### src/rtl/add_pkg.sv
// Shared types and helpers for the add/accumulate control stage.
// Holds the FSM state encoding and the signed-overflow rule applied to the adder result.
package add_pkg;

   localparam int WIDTH_DEFAULT = 16;

   typedef enum logic [1:0] {
      IDLE    = 2'd0,
      COMPUTE = 2'd1,
      HOLD    = 2'd2
   } state_t;

   // Two's-complement overflow: like-signed operands producing a sum of the other sign.
   function automatic logic signed_ovf(input logic a_msb, input logic b_msb, input logic sum_msb);
      return (a_msb == b_msb) && (sum_msb != a_msb);
   endfunction

endpackage

### src/rtl/add_accumulate_ctrl_reg_n.sv
// WIDTH-bit register with synchronous active-low reset, synchronous clear and load.
// Priority is reset, then clear, then load.
module reg_n #(
   parameter int WIDTH = 16
) (
   input  logic             clk,
   input  logic             reset_n,
   input  logic             clear,
   input  logic             load,
   input  logic [WIDTH-1:0] d,
   output logic [WIDTH-1:0] q
);

   // Storage with reset > clear > load priority
   always_ff @(posedge clk) begin
      if (!reset_n) begin
         q <= {WIDTH{1'b0}};
      end else if (clear) begin
         q <= {WIDTH{1'b0}};
      end else if (load) begin
         q <= d;
      end else begin
         q <= q;
      end
   end

endmodule

### src/rtl/add_accumulate_ctrl.sv
// Operand/result stage around an external carry-lookahead adder: holds A and B,
// and writes sum, carry-out and signed overflow back into A under a run/hold FSM.
module add_accumulate_ctrl
   import add_pkg::*;
#(
   parameter int WIDTH = WIDTH_DEFAULT
) (
   input  logic             Clk,
   input  logic             Reset,
   input  logic             Run,
   input  logic             ClearA_LoadB,
   input  logic [WIDTH-1:0] SW,
   output logic [WIDTH-1:0] Adder_A,
   output logic [WIDTH-1:0] Adder_B,
   input  logic [WIDTH-1:0] Adder_Sum,
   input  logic             Adder_Cout,
   output logic [WIDTH-1:0] Acc,
   output logic             Cout,
   output logic             Ovf,
   output logic             Done
);

   state_t           state_r;
   logic             done_r;
   logic             cout_r;
   logic             ovf_r;
   logic [WIDTH-1:0] a_q;
   logic [WIDTH-1:0] b_q;

   logic             in_idle_s;
   logic             clear_load_s;
   logic             a_load_s;

   assign in_idle_s    = (state_r == IDLE);
   // ClearA_LoadB acts only in IDLE, where it also outranks Run
   assign clear_load_s = in_idle_s && ClearA_LoadB;
   assign a_load_s     = (state_r == COMPUTE);

   reg_n #(.WIDTH(WIDTH)) u_reg_a (
      .clk     (Clk),
      .reset_n (Reset),
      .clear   (clear_load_s),
      .load    (a_load_s),
      .d       (Adder_Sum),
      .q       (a_q)
   );

   reg_n #(.WIDTH(WIDTH)) u_reg_b (
      .clk     (Clk),
      .reset_n (Reset),
      .clear   (1'b0),
      .load    (clear_load_s),
      .d       (SW),
      .q       (b_q)
   );

   // Run/hold sequencing plus the latched carry, overflow and Done pulse
   always_ff @(posedge Clk) begin
      if (!Reset) begin
         state_r <= IDLE;
         done_r  <= 1'b0;
         cout_r  <= 1'b0;
         ovf_r   <= 1'b0;
      end else begin
         case (state_r)
            IDLE: begin
               if (ClearA_LoadB) begin
                  cout_r <= 1'b0;
                  ovf_r  <= 1'b0;
                  done_r <= 1'b0;
               end else if (Run) begin
                  state_r <= COMPUTE;
                  done_r  <= 1'b1;
               end else begin
                  done_r <= 1'b0;
               end
            end
            COMPUTE: begin
               cout_r  <= Adder_Cout;
               ovf_r   <= signed_ovf(a_q[WIDTH-1], b_q[WIDTH-1], Adder_Sum[WIDTH-1]);
               done_r  <= 1'b0;
               state_r <= HOLD;
            end
            HOLD: begin
               done_r <= 1'b0;
               // Leaving HOLD needs Run released, so a held key yields one add
               if (!Run) begin
                  state_r <= IDLE;
               end else begin
                  state_r <= HOLD;
               end
            end
            default: begin
               state_r <= IDLE;
               done_r  <= 1'b0;
            end
         endcase
      end
   end

   assign Adder_A = a_q;
   assign Adder_B = b_q;
   assign Acc     = a_q;
   assign Cout    = cout_r;
   assign Ovf     = ovf_r;
   assign Done    = done_r;

endmodule

### config.mk
export PLATFORM = sky130hd
export DESIGN_NAME = add_accumulate_ctrl
export DESIGN_NICKNAME = d
export VERILOG_FILES = /design/src/rtl/add_pkg.sv /design/src/rtl/add_accumulate_ctrl_reg_n.sv /design/src/rtl/add_accumulate_ctrl.sv
export SDC_FILE = /design/constraint.sdc
export NUM_CORES = 1
export LEC_CHECK = 0
export CAP_MARGIN = 30
export CORE_MARGIN = 2
export CORE_UTILIZATION = 41
export DETAILED_ROUTE_END_ITERATION = 8
export PLACE_DENSITY = 0.84
export RECOVER_POWER = 25
export SLEW_MARGIN = 20
export SYNTH_ARGS = -nofsm -noshare
export SYNTH_HDL_FRONTEND = slang
export SYNTH_SLANG_ARGS = --single-unit
### constraint.sdc
create_clock -name Clk -period 2.6 [get_ports Clk]
set_clock_uncertainty 0.2 [all_clocks]
set_input_delay 0.78 -clock Clk [delete_from_list [all_inputs] [get_ports Clk]]
set_output_delay 0.78 -clock Clk [all_outputs]
set_load 0.005 [all_outputs]
==> results of run 1 <==
==> metrics by stage <==
step / util, % / setup slack (ns)
finish: 65.3 / 0.421
global route: 65.3 / 0.348
CTS: 65.9 / 0.393
detailed placement: 63.1 / 0.187
global placement: 63.1 / 0.215
floorplan: - / 0.763
==> cell families after synthesis <==
kind of cell | Yosys count | share of synthesized area, %
flops | 37 | 46.4
buf+inv | 26 | 12.8
simple gates | 79 | 23.9
compound gates | 37 | 16.9
==> synthesized netlist by cell type <==
master     n  share of area (%)
clkbuf_1   2               0.47
dfxtp_1   37                 46
or3b_1     1               0.55
buf_6      2                1.4
a21boi_2  10                7.0
nand2b_1   1               0.39
nand2_1   56                 13
a21boi_0   8                3.8
nand3_1    1               0.31
o21ai_0    1               0.31
and2b_2    1               0.55
nand3b_1   1               0.47
and3b_1    1               0.55
a21oi_1   17                5.3
buf_2      1               0.31
nand2_8    1                1.3
o211ai_1   1               0.47
nand2_2   10                3.9
buf_4     20                9.4
nor3b_2    1               0.78
buf_12     1                1.3
nor2_1     3               0.70
and4b_1    2                1.3
==> worst paths after layout <==
kind,from,to,slack (ns),cells past startpoint
worst max-delay path,u_reg_a.q[15],Acc[15],0.42,1
worst min-delay path,u_reg_b.q[2],u_reg_b.q[2],0.26,2
worst max register to register,state_r[1],Cout,1.01,3
worst min register to register,u_reg_b.q[2],u_reg_b.q[2],0.26,2
==> metal layers <==
metal / wire (um) / part of all wire [%]
met4: 52 / 1.5
met5: 0 / 0
met1: 1530 / 43
met2: 1810 / 51
met3: 188 / 5.2
==> registers in the layout, indices dropped and copies added (netlist names) <==
signal	cells
Cout	1
u_reg_b.q	16
state_r	2
u_reg_a.q	16
Ovf	1
Done	1
==> final cells by class <==
type | count | area [um^2] | share of cell area, %
clock buffer | 7 | 96.3 | 3.97
timing repair buffer | 90 | 893 | 36.8
multi-input combinational | 116 | 632 | 26.0
tap | 48 | 60.1 | 2.47
clock inverter | 1 | 5.00 | 0.206
sequential | 37 | 741 | 30.5
==> power by group through the flow <==
stage / logic [uW] / registers, uW / clock network (uW)
after floorplan: 84.9 / 618 / 0
after global placement: 187 / 617 / 0
after detailed placement: 189 / 618 / 0
after CTS: 190 / 605 / 433
after global routing: 199 / 606 / 461
final: 183 / 603 / 422
==> worst reg2reg max path: stages (launching register included) <==
cell	delay, ns
dfxtp_1	0.43
nand2b_1	0.57
nand3_1	0.14
a21boi_0	0.17
==> qor.csv, run 1 <==
stage,metric,value,unit
run_status,outcome,"finished, final reports clean",
place,placed_cell_area,2350,um^2
sta,finalMaxSlewViolations,0,
global_route,grt_remaining_overflow,0,
power,seqPwrFrac,49.9,%
logic_synthesis,syn_inst,179,
setup_path,path_cells,clkdlybuf4s50_1,
power,p_sw,266,uW
global_route,busiest_layer,met2,
sta,rsz0062_at_grt,no,
global_route,gr-usage-met1,20.1,%
setup_path,crit_required,1.62,ns
logic_synthesis,synth_fp_nets,216,
die,die_y,66.4,um
detailed_routing,initialDrtViolationCount,81,
place,dp_hpwl,2660,um
cells_and_area,diodes,0,
sta,worstMarginPinSlew,0.659,ns
power,power.total,1210,uW
sta,hold_violations,0,
sta,setup_viol,0,
global_route,grt_pass1_wl,5460,um
power,swShare,22.0,%
detailed_routing,routed_via_density,4.57,
detailed_routing,routed_wl,3580,um
clock_tree,cts.repair.resized,0,
global_route,met2_usage,27.6,%
sta,setup_tns,0,ns
clock_tree,cts_made_buffers,5,
power,p_per_area,498,nW/um^2
sta,post-route-period-util,83.8,%
detailed_routing,drc,0,
flow_run,maxCapViolCount,0,
setup_path,crit_family,buffers and inverters,
sta,max_freq,459,MHz
global_route,grt_max_degree,24,
cells_and_area,final_common_cell,clkdlybuf4s50_1,
cells_and_area,drive_gt1_share,10.4,%
logic_synthesis,synth-seq-area-share,46.4,%
global_route,grtUsageMet3,3.75,%
cells_and_area,finalNonFillerCells,299,
clock_tree,ctsHoldBuffers,0,
sta,post-route-min-period,2.18,ns
logic_synthesis,syn_area_per_cell,8.93,um^2
cells_and_area,area_growth_syn_to_layout,51.9,%
global_route,grt_use_total,16.6,%
power,comb_power_share,15.1,%
die,dieArea,4410,um^2
place,portBuffers,87,
sta,slew_headroom,56.1,%
cells_and_area,nFillCells,324,
clock_tree,clk_pin_slew,0.07,ns
detailed_routing,num_vias,1367,
clock_tree,clock_latency,0.28,ns
logic_synthesis,ys_ff_latch,37,
global_route,antenna_found_initial,0,
detailed_routing,ant_nets,0,
setup_path,arrival,1.20,ns
power,clkPwrFrac,34.9,%
die,initial_core_util,43.0,%
setup_path,slowest_stage,clkdlybuf4s50_1,
cells_and_area,final_nets,287,
cells_and_area,layout_common_cells,"clkdlybuf4s50_1, nand2_1, dfxtp_1",
logic_synthesis,syn_area,1600,um^2
power,p_int,942,uW
clock_tree,root_buffer,clkbuf_8,
power,vdd_drop_max,356,uV
setup_path,start_kind,flip-flop,
detailed_routing,wl_per_cell,12.0,um
die,coreArea,3720,um^2
die,ios,88,
setup_path,worstSetupPathType,reg2out,
setup_path,path_max_fanout,5,
cells_and_area,design_area,2430,um^2
clock_tree,numClockSinks,37,
sta,holdWs,0.264,ns
setup_path,path_buf_inv,1,
worst_hold_path,hold_path_class,reg2reg,
place,placedCellCount,291,
setup_path,max_stage_delay,0.53,ns
place,gp_congestion,0.722,
clock_tree,htreeDepth,2,
clock_tree,cts_setup_buffers,0,
die,fp.dieW,66.4,um
clock_tree,cts_tree,done,
die,std_cell_rows,22,
detailed_routing,drtPass1Iterations,4,
global_route,grt_pass1_vias,1177,
logic_synthesis,synth-warning-count,0,
logic_synthesis,yosysUniqueCellTypes,23,
setup_path,endpoint_kind,output pin,
clock_tree,clk_path_buf_depth,2,
power,power.leakage,0.000881,uW
(Power assumes the default switching activity.)
==> run 2: changes to the inputs <==
--- a/config.mk
+++ b/config.mk
@@ -7,9 +7,9 @@
 export LEC_CHECK = 0
 export CAP_MARGIN = 30
 export CORE_MARGIN = 2
-export CORE_UTILIZATION = 41
+export CORE_UTILIZATION = 38
 export DETAILED_ROUTE_END_ITERATION = 8
-export PLACE_DENSITY = 0.84
+export PLACE_DENSITY = 0.79
 export RECOVER_POWER = 25
 export SLEW_MARGIN = 20
 export SYNTH_ARGS = -nofsm -noshare
==> constraint.sdc (replaced) <==
create_clock -name Clk -period 2.2 [get_ports Clk]
set_clock_uncertainty 0.2 [all_clocks]
set_input_delay 0.66 -clock Clk [delete_from_list [all_inputs] [get_ports Clk]]
set_output_delay 0.66 -clock Clk [all_outputs]
set_load 0.005 [all_outputs]
==> qor.csv, run 2 (synthesis results as in run 1) <==
stage,metric,value,unit,change
run_status,outcome,"finished, final reports clean",,
setup_path,arrival,1.19,ns,about the same
cells_and_area,final_nets,289,,+0.70%
worst_hold_path,min_from,u_reg_b.q[2],,
power,p_per_area,591,nW/um^2,+19%
clock_tree,ctsHoldBuffers,0,,unchanged
global_route,gr-usage-met1,18.7,%,-1.4 points
die,ios,88,,unchanged
sta,post-route-min-period,2.05,ns,
setup_path,start_kind,flip-flop,,
setup_path,r2r_end,u_reg_a.q[14],,
global_route,grtUsageMet3,4.55,%,+0.80 points
clock_tree,root_buffer,clkbuf_8,,
cells_and_area,drive_gt1_share,10.3,%,-0.082 points
sta,slew_headroom,73.4,%,+17 points
cells_and_area,largestRegisters,"u_reg_a.q: 16 flops, u_reg_b.q: 16 flops, state_r: 2 flops",,
die,dieArea,4740,um^2,+7.4%
power,power.leakage,0.000867,uW,-1.6%
place,dp_hpwl,2530,um,-4.9%
detailed_routing,initialDrtViolationCount,96,,+19%
global_route,busiest_layer,met2,,
flow_run,maxCapViolCount,0,,unchanged
setup_path,endpoint_kind,output pin,,
setup_path,crit_family,buffers and inverters,,
sta,finalMaxSlewViolations,0,,unchanged
worst_hold_path,hold_path_class,reg2reg,,
cells_and_area,finalNonFillerCells,303,,+1.3%
detailed_routing,routed_via_density,4.47,,-2.3%
global_route,antenna_found_initial,0,,unchanged
detailed_routing,routed_wl,3500,um,-2.2%
clock_tree,cts.repair.resized,0,,unchanged
setup_path,crit_required,1.34,ns,-0.28 ns
die,die_y,68.8,um,+3.6%
clock_tree,cts_made_buffers,5,,unchanged
setup_path,worstRegToRegCells,4,,+1
sta,max_freq,487,MHz,
global_route,grt_pass1_wl,5280,um,-3.4%
die,initial_core_util,39.7,%,-3.3 points
die,std_cell_rows,23,,+4.5%
die,coreArea,4030,um^2,+8.4%
place,portBuffers,87,,unchanged
clock_tree,clk_path_buf_depth,2,,unchanged
setup_path,path_buf_inv,1,,unchanged
setup_path,path_max_fanout,5,,unchanged
clock_tree,numClockSinks,37,,unchanged
setup_path,worstSetupPathType,reg2out,,
setup_path,max_stage_delay,0.52,ns,about the same
cells_and_area,layout_common_cells,"clkdlybuf4s50_1, nand2_1, dfxtp_1",,
die,fp.dieW,68.8,um,+3.6%
global_route,grt_max_degree,24,,unchanged
clock_tree,clock_latency,0.28,ns,about the same
global_route,grt_remaining_overflow,0,,unchanged
detailed_routing,drc,0,,unchanged
sta,setup_tns,0,ns,unchanged
setup_path,reg2reg_slack,0.67,ns,-0.34 ns
detailed_routing,num_vias,1354,,-0.95%
setup_path,reg2reg_from,state_r[1],,
place,placedCellCount,295,,+1.4%
power,vdd_drop_max,395,uV,+11%
setup_path,slowest_stage,clkdlybuf4s50_1,,
detailed_routing,ant_nets,0,,unchanged
worst_hold_path,min_path_cells,2,,unchanged
clock_tree,cts_tree,done,,
cells_and_area,area_growth_syn_to_layout,51.4,%,
global_route,grt_use_total,14.9,%,-1.7 points
setup_path,path_cells,clkdlybuf4s50_1,,
place,gp_congestion,0.677,,-6.2%
sta,rsz0062_at_grt,no,,
clock_tree,clk_pin_slew,0.07,ns,about the same
cells_and_area,diodes,0,,unchanged
worst_hold_path,holdPathEnd,u_reg_b.q[2],,
clock_tree,cts_setup_buffers,0,,unchanged
sta,hold_violations,0,,unchanged
detailed_routing,wl_per_cell,11.6,um,-3.5%
global_route,grt_pass1_vias,1234,,+4.8%
clock_tree,htreeDepth,2,,unchanged
global_route,met2_usage,24.2,%,-3.5 points
sta,post-route-period-util,93.3,%,
detailed_routing,drtPass1Iterations,6,,+2
sta,worstMarginPinSlew,0.398,ns,-0.261 ns
cells_and_area,final_common_cell,clkdlybuf4s50_1,,
sta,setup_viol,0,,unchanged
run 2: cell count changes in the layout (fill, tap and decap cells not counted), sizes merged:
cell           delta
clkdlybuf4s50     +7
clkbuf            +2
dlygate4sd3       -7
run 2: worst max path at each step:
stage,start,end,cells past startpoint
2_1_floorplan,ClearA_LoadB,u_reg_b.q[6],5
3_3_place_gp,ClearA_LoadB,u_reg_a.q[6],5
3_5_place_dp,ClearA_LoadB,u_reg_a.q[14],5
4_1_cts,u_reg_a.q[15],Adder_A[15],1
5_1_grt,ClearA_LoadB,u_reg_b.q[5],6
6_report,u_reg_a.q[15],Adder_A[15],1
run 2: worst reg2reg max path: stages, from the launching register on:
cell     delay [ns]
dfxtp_1        0.36
or3b_1         0.41
buf_6          0.19
nand2_4        0.19
a21oi_1        0.07
run 2: power breakdown:
group	switching, uW	leakage, uW	internal [uW]	total (uW)
registers	18.1	0.000302	696	714
logic	78.5	0.000511	134	213
clock network	220	0.0000542	283	503
total	317	0.000867	1110	1430
run 2: stage by stage:
stage / setup slack, ns / instance area (um^2) / hold WS (ns) / power [uW] / utilization (%)
2_1_floorplan: 0.483 / 1600 / 0.258 / 831 / -
3_3_place_gp: 0.00624 / 2390 / 0.247 / 961 / 59.3
3_5_place_dp: -0.0252 / 2390 / 0.253 / 963 / 59.3
4_1_cts: 0.128 / 2490 / 0.262 / 1470 / 61.8
5_1_grt: 0.0401 / 2420 / 0.278 / 1500 / 60.0
6_report: 0.148 / 2420 / 0.264 / 1430 / 60.0
run 2: routing by layer:
layer | vias to the layer above | part of all wire [%]
met1 | 595 | 45
met4 | 0 | 1.1
met3 | 5 | 7.1
li1 | 708 | -
met5 | - | 0
met2 | 46 | 47
run 2: layout make-up:
| cell class | count | area [um^2] |
|---|---|---|
| clock inverter | 1 | 5.00 |
| multi-input combinational | 116 | 608 |
| fill | 383 | 1610 |
| clock buffer | 7 | 96.3 |
| tap | 50 | 62.6 |
| timing repair buffer | 92 | 906 |
| sequential | 37 | 741 |
